`config.mk`:
```
export PLATFORM = sky130hd
export DESIGN_NAME = n64_joybus_reader_flat
export DESIGN_NICKNAME = d
export VERILOG_FILES = /design/src/rtl/n64_joybus_reader_if.sv /design/src/rtl/n64_joybus_reader.sv /design/src/flat_wrapper.sv
export SDC_FILE = /design/constraint.sdc
export NUM_CORES = 1
export LEC_CHECK = 0
export ABC_AREA = 1
export CAP_MARGIN = 20
export CORE_ASPECT_RATIO = 0.6
export CORE_UTILIZATION = 40
export CTS_CLUSTER_DIAMETER = 80
export DETAILED_ROUTE_END_ITERATION = 10
export PLACE_DENSITY = 0.57
export SLEW_MARGIN = 30
export SYNTH_ARGS = -nofsm -noshare
export SYNTH_HDL_FRONTEND = slang
export SYNTH_SLANG_ARGS = --single-unit
```
`constraint.sdc`:
```
create_clock -name clock -period 4.3 [get_ports clock]
set_clock_uncertainty 0.2 [all_clocks]
set_input_delay 0.86 -clock clock [delete_from_list [all_inputs] [get_ports clock]]
set_output_delay 0.86 -clock clock [all_outputs]
set_load 0.02 [all_outputs]
```
`src/rtl/n64_joybus_reader_if.sv`:
```
// Controller-side bundle for the Joybus frame reader: arm/abort level, raw line,
// decoded word and status flags.
interface n64_joybus_reader_if #(
    parameter int NUM_BITS = 32
);
    logic                enable;
    logic                gpio_line;
    logic [NUM_BITS-1:0] con_data;
    logic                data_valid;
    logic                error;
    logic                busy;

    modport master (output enable, gpio_line, input con_data, data_valid, error, busy);
    modport slave  (input enable, gpio_line, output con_data, data_valid, error, busy);
endinterface

```
`src/rtl/n64_joybus_reader.sv`:
```
// Joybus controller response decoder: mid-bit sampling of NUM_BITS data bits plus stop bit.
// Define N64_GLITCH_FILTER_EN to insert a 3-sample majority filter after the synchroniser.
module n64_joybus_reader #(
    parameter int CYCLES_PER_US = 50,
    parameter int NUM_BITS      = 32,
    parameter int TIMEOUT_US    = 100,
    parameter int LOW_MAX_US    = 4
) (
    input logic                clock,
    input logic                reset,
    n64_joybus_reader_if.slave bus
);
    localparam int SAMPLE = 2 * CYCLES_PER_US;
    localparam int TMO    = TIMEOUT_US * CYCLES_PER_US;
    localparam int LMAX   = LOW_MAX_US * CYCLES_PER_US;
    localparam int TBIG   = (TMO > LMAX) ? ((TMO > SAMPLE) ? TMO : SAMPLE)
                                         : ((LMAX > SAMPLE) ? LMAX : SAMPLE);
    localparam int TW     = $clog2(TBIG) + 1;
    localparam int BW     = $clog2(NUM_BITS + 1);

    // Limits are compared one cycle early so the state change lands on the cycle the limit is reached.
    localparam logic [TW-1:0] SAMPLE_T  = TW'(SAMPLE);
    localparam logic [TW-1:0] TMO_LAST  = TW'(TMO - 1);
    localparam logic [TW-1:0] LMAX_LAST = TW'(LMAX - 1);
    localparam logic [BW-1:0] NBITS_T   = BW'(NUM_BITS);

    typedef enum logic [2:0] {
        IDLE, WAIT_EDGE, MEASURE, WAIT_HIGH, STOP, DONE, ERROR
    } state_t;

    state_t              state_q, state_d;
    logic                sync1_q, sync2_q, prev_q, prev_d, en_prev_q;
    logic [TW-1:0]       timer_q, timer_d;
    logic [BW-1:0]       bits_q, bits_d;
    logic [NUM_BITS-1:0] shift_q, shift_d, con_data_q, con_data_d;
    logic                stop_low_q, stop_low_d;
    logic                data_valid_q, data_valid_d, error_q, error_d, busy_q, busy_d;
    logic                line, fall;

`ifdef N64_GLITCH_FILTER_EN
    logic hist1_q, hist2_q, filt_q, filt_d;

    assign filt_d = (sync2_q & hist1_q) | (sync2_q & hist2_q) | (hist1_q & hist2_q);
    assign line   = filt_q;

    always_ff @(posedge clock or posedge reset) begin
        if (reset) begin
            hist1_q <= 1'b1;
            hist2_q <= 1'b1;
            filt_q  <= 1'b1;
        end else begin
            hist1_q <= sync2_q;
            hist2_q <= hist1_q;
            filt_q  <= filt_d;
        end
    end
`else
    assign line = sync2_q;
`endif

    assign prev_d = line;
    assign fall   = prev_q & ~line;

    always_comb begin
        state_d      = state_q;
        timer_d      = timer_q + TW'(1);
        bits_d       = bits_q;
        shift_d      = shift_q;
        stop_low_d   = stop_low_q;
        con_data_d   = con_data_q;
        data_valid_d = 1'b0;
        case (state_q)
            IDLE: begin
                timer_d = '0;
                // Arm only on an enable rising edge so one enable pulse yields at most one frame.
                if (bus.enable && !en_prev_q) begin
                    state_d    = WAIT_EDGE;
                    bits_d     = '0;
                    shift_d    = '0;
                    stop_low_d = 1'b0;
                end
            end
            WAIT_EDGE: begin
                if (timer_q == TMO_LAST) state_d = ERROR;
                else if (fall) begin
                    state_d = MEASURE;
                    timer_d = TW'(1);
                end
            end
            MEASURE: begin
                if (timer_q == SAMPLE_T) begin
                    shift_d = {shift_q[NUM_BITS-2:0], line};
                    bits_d  = bits_q + BW'(1);
                    state_d = WAIT_HIGH;
                end
            end
            WAIT_HIGH: begin
                if (line) begin
                    timer_d    = '0;
                    stop_low_d = 1'b0;
                    state_d    = (bits_q == NBITS_T) ? STOP : WAIT_EDGE;
                end else if (timer_q == LMAX_LAST) state_d = ERROR;
            end
            STOP: begin
                if (!stop_low_q) begin
                    if (timer_q == TMO_LAST) state_d = ERROR;
                    else if (fall) begin
                        stop_low_d = 1'b1;
                        timer_d    = TW'(1);
                    end
                end else if (prev_q) begin
                    // Completion is taken from the edge-detect stage, one cycle behind the level.
                    con_data_d   = shift_q;
                    data_valid_d = 1'b1;
                    state_d      = DONE;
                end else if (timer_q == LMAX_LAST) state_d = ERROR;
            end
            default: timer_d = timer_q;
        endcase
        if (!bus.enable) begin
            state_d      = IDLE;
            con_data_d   = con_data_q;
            data_valid_d = 1'b0;
        end
        busy_d  = (state_d != IDLE) && (state_d != DONE);
        error_d = (state_d == ERROR);
    end

    always_ff @(posedge clock or posedge reset) begin
        if (reset) begin
            sync1_q      <= 1'b1;
            sync2_q      <= 1'b1;
            prev_q       <= 1'b1;
            en_prev_q    <= 1'b1;
            state_q      <= IDLE;
            timer_q      <= '0;
            bits_q       <= '0;
            shift_q      <= '0;
            stop_low_q   <= 1'b0;
            con_data_q   <= '0;
            data_valid_q <= 1'b0;
            error_q      <= 1'b0;
            busy_q       <= 1'b0;
        end else begin
            sync1_q      <= bus.gpio_line;
            sync2_q      <= sync1_q;
            prev_q       <= prev_d;
            en_prev_q    <= bus.enable;
            state_q      <= state_d;
            timer_q      <= timer_d;
            bits_q       <= bits_d;
            shift_q      <= shift_d;
            stop_low_q   <= stop_low_d;
            con_data_q   <= con_data_d;
            data_valid_q <= data_valid_d;
            error_q      <= error_d;
            busy_q       <= busy_d;
        end
    end

    assign bus.con_data   = con_data_q;
    assign bus.data_valid = data_valid_q;
    assign bus.error      = error_q;
    assign bus.busy       = busy_q;
endmodule

```
`src/flat_wrapper.sv`:
```
// flat-port wrapper written by rule: the top's interface ports become plain ports
module n64_joybus_reader_flat 
#(
    parameter int CYCLES_PER_US = 50,
    parameter int NUM_BITS      = 32,
    parameter int TIMEOUT_US    = 100,
    parameter int LOW_MAX_US    = 4
)
  (clock, reset, bus_enable, bus_gpio_line, bus_con_data, bus_data_valid, bus_error, bus_busy);
  n64_joybus_reader_if #(.NUM_BITS(NUM_BITS)) bus_i ();
  input logic clock;
  input logic reset;
  input wire logic [$bits(bus_i.enable)-1:0] bus_enable;
  input wire logic [$bits(bus_i.gpio_line)-1:0] bus_gpio_line;
  output wire logic [$bits(bus_i.con_data)-1:0] bus_con_data;
  output wire logic [$bits(bus_i.data_valid)-1:0] bus_data_valid;
  output wire logic [$bits(bus_i.error)-1:0] bus_error;
  output wire logic [$bits(bus_i.busy)-1:0] bus_busy;
  assign bus_i.enable = bus_enable;
  assign bus_i.gpio_line = bus_gpio_line;
  assign bus_con_data = bus_i.con_data;
  assign bus_data_valid = bus_i.data_valid;
  assign bus_error = bus_i.error;
  assign bus_busy = bus_i.busy;
  n64_joybus_reader #(.CYCLES_PER_US(CYCLES_PER_US), .NUM_BITS(NUM_BITS), .TIMEOUT_US(TIMEOUT_US), .LOW_MAX_US(LOW_MAX_US)) u_core (.clock(clock), .reset(reset), .bus(bus_i));
endmodule
```
Yosys cells after proc, flatten, opt, wreduce, memory -nomap -nowiden

Cells that the tools add are included.

Register bits after elaboration: 95
Input bits: 4
Output and inout bits: 35
Logic and storage cells: 74

Add/sub/neg operators: 2
Equality and inequality tests: 13
Muxes and demuxes: 33
Bitwise logic cells: 2
Reductions and logical operators: 11

Operators with widths:

| operator              | number |
|---|---|
| $pmux 14 s5           | 1 |
| $mux 32               | 2 |
| $pmux 32 s2           | 1 |
| $mux 14               | 4 |
| $mux 3                | 11 |
| $pmux 3 s5            | 1 |
| $add 14x1->14 const B | 1 |
| $eq 14x13->1 const B  | 1 |
| $eq 14x7->1 const B   | 1 |
| $eq 14x8->1 const B   | 1 |
| $mux 6                | 2 |
| $pmux 6 s2            | 1 |
| $mux 1                | 9 |
| $add 6x1->6 const B   | 1 |
| $eq 3x2->1 const B    | 2 |
| $eq 3x3->1 const B    | 2 |
| $eq 6x6->1 const B    | 1 |
| $ne 2x1->1 const B    | 3 |
| $reduce_and 3->1      | 2 |
| $reduce_bool 3->1     | 2 |
| $reduce_bool 5->1     | 1 |
| $reduce_and 4->1      | 1 |
| $eq 3x1->1 const B    | 1 |
| $logic_not 3->1       | 1 |
| 7 further kinds       | 8 |

Logic depth before layout (Yosys ltp)

Gate-level depths: netlist (run 1).

Depth in word-level cells: 8
Gate-level depth with buffers: 12
Gate-level depth less buffers: 12

Least setup slack after synthesis (run 1)

OpenSTA, ideal clock, no wires.

Path kind: input-to-reg
Start: input bus_enable
End: register u_core.bits_q[2]
Library setup time: 122 ps
Arrival: 1522 ps
Data required time: 3978 ps
Setup slack: 2456 ps
Stages: 7
Path buffers: 1
Path through: inv_1 > nor2_1 > nand2_2 > nand2_2 > buf_6 > nand3_1 > nor3b_2

Cells in the longest elaborated chain, start to end: 3

Ends and longest elaborated chain:

| item                       | RTL line                 | source |
|---|---|---|
| start, declared            | flat_wrapper.sv:13       | `input wire logic [$bits(bus_i.enable)-1:0] bus_enable;` |
| $logic_and 1x1->1          | n64_joybus_reader.sv:76  | `if (bus.enable && !en_prev_q) begin` |
| $ne 2x1->1 (no line)       | n/a                      |  |
| $reduce_and 3->1 (no line) | n/a                      |  |
| end signal, assigned       | n64_joybus_reader.sv:151 | `bits_q <= bits_d;` |
| end, declared              | n64_joybus_reader.sv:34  | `logic [BW-1:0] bits_q, bits_d;` |

No other way between the ends.
A chain may end at the register's enable or synchronous reset.

Final worst setup path (run 1)

Start: register u_core.timer_q[0]
End: register u_core.bits_q[3]

Cells in the longest elaborated chain, start to end: 3

Ends and longest elaborated chain:

| item                       | RTL line                 | source |
|---|---|---|
| start, declared            | n64_joybus_reader.sv:33  | `logic [TW-1:0] timer_q, timer_d;` |
| start signal, assigned     | n64_joybus_reader.sv:150 | `timer_q <= timer_d;` |
| $eq 14x7->1                | n64_joybus_reader.sv:91  | `if (timer_q == SAMPLE_T) begin` |
| $ne 2x1->1 (no line)       | n/a                      |  |
| $reduce_and 3->1 (no line) | n/a                      |  |

No other way between the ends.

==> metrics.txt, run 1 <==
setup slack after layout 1.54 ns; fin crit period 2.76 ns; Setup WS pre-CTS 1.32 ns; aggregate routed wire length 8620 um; worst-path fanout max 41; sequential area share after synthesis 56.1%; peak supply drop 0.197 mV; largest net degree at the start of global routing 66; global router's overall resource usage 17.3%; Pleak 2.25 nW; Pwr Density 369 nW/um2; initial antenna violation count 0; fin util 50.0%; NetSw 0.477 mW; clock tree buffer depth 2; detailed-placement wirelength estimate 5970 um; Ports 39; Starting Density 42.1%; worst path bufs/invs 2; Die Span Y 81.8 um; slowest cell on the critical path nand2_2; Yosys top cell by area dfrtp_1; RSZ-0062 raised after global routing no; top cells by count, synth dfrtp_1, inv_1, nand2_1; CP arrival 2.80 ns; critical path type flop to flop; vias in the first global route 2874; cts-stage hold buffer count 0; relative slew slack 46.5%; Via Count 3093; Mapped Area 4250 um2; First-pass DRT Iterations 4; Clock transition at path regs 0.07 ns; Logic pwr share 9.1%; dpl cells 633; max-slew violations 0; most used standard cell by instance count after synthesis dfrtp_1; final hold vios 0; ys async rst share 100%; setup TNS 0 ns; fin crit share 64.3%; Cells after Synth 470; Final Cell Area 5050 um2; Worst Hold Class flop to flop; internal power 1.39 mW; worst-skew pair later-pin latency 0.35 ns; antenna cell count 0; CTS root buffer clkbuf_16; global-route wire length before repair 14600 um; Area contributors post-synth dfrtp_1, inv_1, nand2_1; DRT iter0 DRCs 196; TritonCTS clock tree done; syn nets 478; # DRC 0; Final nets 517; Port Buffer Count 38; Synth top area share 53.6%; WHS 0.156 ns; layout cells sized above 1 11.5%; Core Box Area 10100 um2; Largest delay share family, worst path simple AND/OR/NAND/NOR gates; # rows 28; # resized after CTS 0; clock sink total 95; Setup Buffers After CTS 0; Die ar. 11000 um2; number of enable flip-flop cells after synthesis 0; GPL Wtd Cong 0.870; remaining global-route overflow 0; yosys warns 0; Final ANT Viol Nets 0; CP Cell Sequence inv_1, ha_1, inv_1, nor3_2, nand4_4, nand2_2, and3_1, nor3_2; Area after DPL 4760 um2; largest incremental delay on the critical path 0.76 ns; Avg Cell Area, Syn 9.04 um2; Final Setup Violations 0; max_cap viols 0; clock network fraction of design power 40.6%; CP required 4.33 ns; switching portion of total power 25.6%; Max Clock Freq 0.362 GHz; via/cell ratio 4.77; Die X 135 um; Syn-to-layout area delta 18.8%; Flop pwr share 50.4%; outcome completed; distinct cell type count after synthesis 31; Register-to-Register Setup Slack 1.54 ns; Tot Pwr 1.86 mW; TritonCTS Buffers 9; DR WL/cell 13.3 um; H-tree levels 3; Setup crit end kind flop; Primary FF master, synth dfrtp_1; Seq cells post-synth 95; worst-margin pin slew 0.803 ns; crit path launch type flop; Final Non-Filler Cells 649
-- path summary, 6_finish.rpt --
kind | from | endpoint | cells after the start
setup reg to reg | u_core.timer_q[0] | u_core.bits_q[3] | 8
setup / recovery | u_core.timer_q[0] | u_core.bits_q[3] | 8
hold reg to reg | u_core.sync1_q | u_core.line | 0
min in group asynchronous | reset | u_core.timer_q[12] | 2
hold / removal | u_core.sync1_q | u_core.line | 0
max in group asynchronous | reset | u_core.sync1_q | 3
-- placed cells by master, fill, tap and decap left out, drive strengths merged --
cell type	count
dfrtp	91
inv	79
nand2	69
nor2	69
a21oi	39
clkdlybuf4s50	38
o22ai	31
nand3	25
o21ai	20
xor2	10
clkbuf	10
nand4	5
nor3	5
ha	4
buf	4
dfstp	4
clkinvlp	3
xnor2	2
o2111ai	1
a21boi	1
nor3b	1
and3	1
mux2	1
clkinv	1
-- layer usage --
layer / wire length [um] / global-route usage (%)
met5: 0 / 0
met4: 101 / 5.73
met3: 429 / 4.26
met2: 3270 / 22.7
met1: 4820 / 27.1
-- final cells by class --
cell class / instances / area [um2]
clock buffer: 10 / 229
clock inverter: 6 / 53.8
fill: 931 / 5040
inverter: 77 / 294
multi-input combinational: 284 / 1510
sequential: 95 / 2380
tap: 135 / 169
timing repair buffer: 42 / 410
-- power groups by stage --
stage	clock [mW]	combinational [mW]	sequential [mW]
after global routing	0.817	0.188	0.942
after detailed placement	0	0.171	0.955
after floorplan	0	0.0751	0.981
after CTS	0.776	0.171	0.939
final	0.757	0.169	0.939
after global placement	0	0.170	0.955
-- logic make-up after synthesis --
logic type / count (synthesis) / synth area share (%)
and+or+nand+nor: 175 / 18.7
adders and majority gates: 4 / 1.18
xor gates and xnor gates: 12 / 2.47
DFF: 95 / 56.1
AOI/OAI and AO/OA: 92 / 12.8
buffers and inverters: 91 / 8.54
muxes: 1 / 0.265
-- sequential cells by signal, summed over array words and instances (netlist names), 3 cells and up --
signal,flops
u_core.bits_q,6
u_core.state_q,3
u_core.bus.con_data,32
u_core.timer_q,14
u_core.shift_q,32
No activity file was read; power rests on OpenSTA's default activity.
==> run 2, diff against run 1 <==
Clock period 4.3 ns to 2.86 ns, I/O delays scaled along.
==> metrics.txt, run 2 (synthesis gave the netlist of run 1 again) <==
commonest non-fill, non-tap cell in the layout dfrtp_1; crit path launch type primary input; # resized after CTS 0; fin crit share 76.0%; global router's overall resource usage 17.3%; Via Count 3122; most frequent cells in the layout dfrtp_1, inv_1, nand2_1; GRT met1 Usage 27.9%; Setup Buffers After CTS 0; TritonCTS clock tree done; CTS root buffer clkbuf_16; Worst Hold Class flop to flop; Die X 135 um; Setup crit end kind flop; TritonCTS Buffers 9; remaining global-route overflow 0; antenna cell count 0; GPL Wtd Cong 0.899; largest net degree at the start of global routing 58; Die ar. 11000 um2; setup TNS 0 ns; vias in the first global route 2842; Pleak 2.27 nW; CP required 2.86 ns; Final Non-Filler Cells 650; GRT busiest layer met1; DR WL/cell 13.6 um; CP Cell Sequence clkdlybuf4s50_1, inv_1, nor2_1, nand2_2, nand2_2, buf_12, o22ai_1; aggregate routed wire length 8840 um; fin crit period 2.17 ns; final hold vios 0; setup slack after layout 0.686 ns; worst-path fanout max 23; worst-skew pair later-pin latency 0.34 ns; max_cap viols 0; cts-stage hold buffer count 0; Die Span Y 81.8 um; clock sink total 95; relative slew slack 67.7%; Clock transition at path regs 0.07 ns; First-pass DRT Iterations 4; Port Buffer Count 38; via/cell ratio 4.80; Setup WS pre-CTS 0.341 ns; Syn-to-layout area delta 20.0%; # DRC 0; # rows 28; Starting Density 42.1%; max-slew violations 0; Worst R2R Start u_core.timer_q[0]; H-tree levels 3; Max Clock Freq 0.460 GHz; Final ANT Viol Nets 0; grt met2 use 22.3%; global-route wire length before repair 14600 um; critical path type primary input to flop; Ports 39; Final Cell Area 5100 um2; worst hold start u_core.sync1_q; Tot Pwr 2.83 mW; Final nets 518; Final Setup Violations 0; Fillers 970; Pwr Density 555 nW/um2; Area after DPL 4810 um2; clock tree buffer depth 2; WHS 0.156 ns; CP Launch Point bus_enable; fin util 50.5%; DRT iter0 DRCs 229; initial antenna violation count 0; Core Box Area 10100 um2; largest incremental delay on the critical path 0.54 ns; worst-margin pin slew 0.485 ns; dpl cells 634; met3 Resource Use GR 4.81%; layout cells sized above 1 11.8%; CP most frequent cell nand2_2; detailed-placement wirelength estimate 6180 um; CP arrival 2.17 ns; slowest cell on the critical path clkdlybuf4s50_1; outcome completed; peak supply drop 0.347 mV; RSZ-0062 raised after global routing no
==> run 2: worst paths after layout <==
check                                           to  depth (start not counted)  slack [ns]
min in group asynchronous  u_core.bus.con_data[18]                          3        0.48
max                             u_core.shift_q[26]                          7        0.69
max reg2reg                     u_core.shift_q[26]                          8        0.82
min reg2reg                            u_core.line                          0        0.16
max in group asynchronous         u_core.en_prev_q                          3        1.52
min                                    u_core.line                          0        0.16
==> run 2: cell type report <==
cell class / count / area [um2] / share of cell area, %
flip-flops and latches: 95 / 2380 / 46.7
multi-input cells: 284 / 1510 / 29.6
repair buffers: 43 / 455 / 8.93
inverters: 77 / 295 / 5.79
clock buffers: 9 / 225 / 4.42
well taps: 135 / 169 / 3.31
clock inverters: 7 / 63.8 / 1.25
==> run 2: per-layer routing <==
| layer | wire length, um | vias up | part of all wire [%] |
|---|---|---|---|
| met4 | 29 | 0 | 0.33 |
| li1 | - | 1587 | - |
| met1 | 4870 | 1461 | 55 |
| met3 | 416 | 4 | 4.7 |
| met5 | 0 | - | 0 |
| met2 | 3520 | 70 | 40 |
==> run 2: power breakdown <==
group / leakage, nW / internal (mW) / total [mW] / switching, mW
Combinational: 0.892 / 0.103 / 0.263 / 0.160
Clock: 0.136 / 0.608 / 1.16 / 0.548
Sequential: 1.24 / 1.39 / 1.41 / 0.0255
==> run 2: critical path: cells and delay by family <==
kind	cells	cell delay [ns]
compound gates	1	0.09
buf+inv	3	0.87
simple gates	3	0.63
==> run 3, diff against run 2 <==
Clock period 2.86 ns to 2.1 ns, I/O delays scaled along.
==> metrics.txt, run 3 (synthesis gave the netlist of run 1 again) <==
critical path type flop to primary output; Pleak 2.30 nW; crit path launch type flop; max-slew violations 0; Register-to-Register Setup Slack 0.18 ns; Setup WS pre-CTS 0.101 ns; TritonCTS clock tree done; Worst R2R Start u_core.state_q[1]; DR WL/cell 13.7 um; Ports 39; H-tree levels 3; antenna cell count 0; clock sink total 95; worst-skew pair later-pin latency 0.34 ns; commonest non-fill, non-tap cell in the layout dfrtp_1; largest net degree at the start of global routing 96; fin crit period 1.94 ns; Setup crit end kind primary output; Final ANT Viol Nets 0; most frequent cells in the layout dfrtp_1, inv_1, nand2_1; detailed-placement wirelength estimate 6160 um; Die Span Y 81.8 um; Clock transition at path regs 0.06 ns; vias in the first global route 2833; Max Clock Freq 0.516 GHz; worst path bufs/invs 1; hold path depth 0; max_cap viols 0; CP Launch Point u_core.bus.con_data[31]; DRT iter0 DRCs 252; outcome completed; Final nets 525; worst-path fanout max 2; relative slew slack 65.0%; via/cell ratio 4.79; # rows 28; Syn-to-layout area delta 21.9%; setup slack after layout 0.164 ns; initial antenna violation count 0; Largest delay share family, worst path buffers and inverters; Tot Pwr 3.91 mW; stages on the worst setup path 1; Starting Density 42.1%; final hold vios 0; Pwr Density 756 nW/um2; peak supply drop 0.471 mV; Die ar. 11000 um2; remaining global-route overflow 0; layout cells sized above 1 13.4%; clock tree buffer depth 2; CP arrival 1.32 ns; setup TNS 0 ns; First-pass DRT Iterations 4; CTS root buffer clkbuf_16; Die X 135 um; crit path to bus_con_data[31]; RSZ-0062 raised after global routing no; fin crit share 92.2%; dpl cells 640; Core Box Area 10100 um2; GPL Wtd Cong 0.912; # DRC 0; aggregate routed wire length 8980 um; global router's overall resource usage 17.9%; global-route wire length before repair 15000 um; RR Endpoint u_core.timer_q[7]; CP Cell Sequence clkdlybuf4s50_1; CP required 1.48 ns; Final Non-Filler Cells 656; worst-margin pin slew 0.525 ns; slowest cell on the critical path clkdlybuf4s50_1; Worst Hold Class flop to flop; TritonCTS Buffers 9; largest incremental delay on the critical path 0.63 ns; Port Buffer Count 38; Worst Reg-to-Reg Cells 9; Final Setup Violations 0; Via Count 3145
==> run 3: cell types whose count changed in the layout (fill, tap and decap cells not counted), moves of 2 or more <==
cell    change
nor2_2      +2
inv_8       -2
nor2_1      -2
buf_4       +7
==> run 3: cell type report <==
cell class	instances	area, um2
flip-flops and latches	95	2380
multi-input cells	284	1530
inverters	77	295
well taps	135	169
repair buffers	50	508
fillers	954	4910
clock inverters	6	70.1
clock buffers	9	225
==> run 3: per-stage QoR <==
| stage | instance area [um2] | utilization (%) | hold slack [ns] |
|---|---|---|---|
| finish | 5180 | 51.3 | 0.161 |
| global route | 5180 | 51.3 | 0.165 |
| CTS | 5150 | 51.0 | 0.162 |
| detailed placement | 4850 | 48.1 | 0.152 |
| global placement | 4850 | 48.1 | 0.150 |
| floorplan | 4250 | - | 0.145 |
==> run 3: worst min path at each step <==
stage	from	endpoint	slack, ns
after floorplan	u_core.sync1_q	u_core.line	0.15
after global placement	u_core.sync1_q	u_core.line	0.15
after detailed placement	u_core.sync1_q	u_core.line	0.15
after CTS	u_core.sync1_q	u_core.line	0.16
after global routing	u_core.sync1_q	u_core.line	0.17
final	u_core.sync1_q	u_core.line	0.16
==> run 3: layer usage <==
layer	vias to the layer above	share of wire, %	wire [um]	track usage (%)
met3	5	5.0	445	4.69
li1	1607	-	-	-
met2	66	38	3430	22.2
met5	-	0	0	0
met4	0	0.79	71	5.06
met1	1467	56	5030	29.1
==> run 3: where the power goes <==
part	internal, mW	leakage [nW]	total, mW	switching [mW]
Clock	0.922	0.134	1.62	0.695
Sequential	1.89	1.24	1.92	0.0366
Combinational	0.151	0.928	0.372	0.222
Total	2.96	2.30	3.91	0.954
==> run 3: timing repair <==
item / in CTS / in global routing
resized for setup: 0 / 5
hold buffers: 0 / 0
endpoints found under the hold margin: 0 / 0
buffers inserted: 0 / 1
endpoints found under the setup margin: 0 / 15
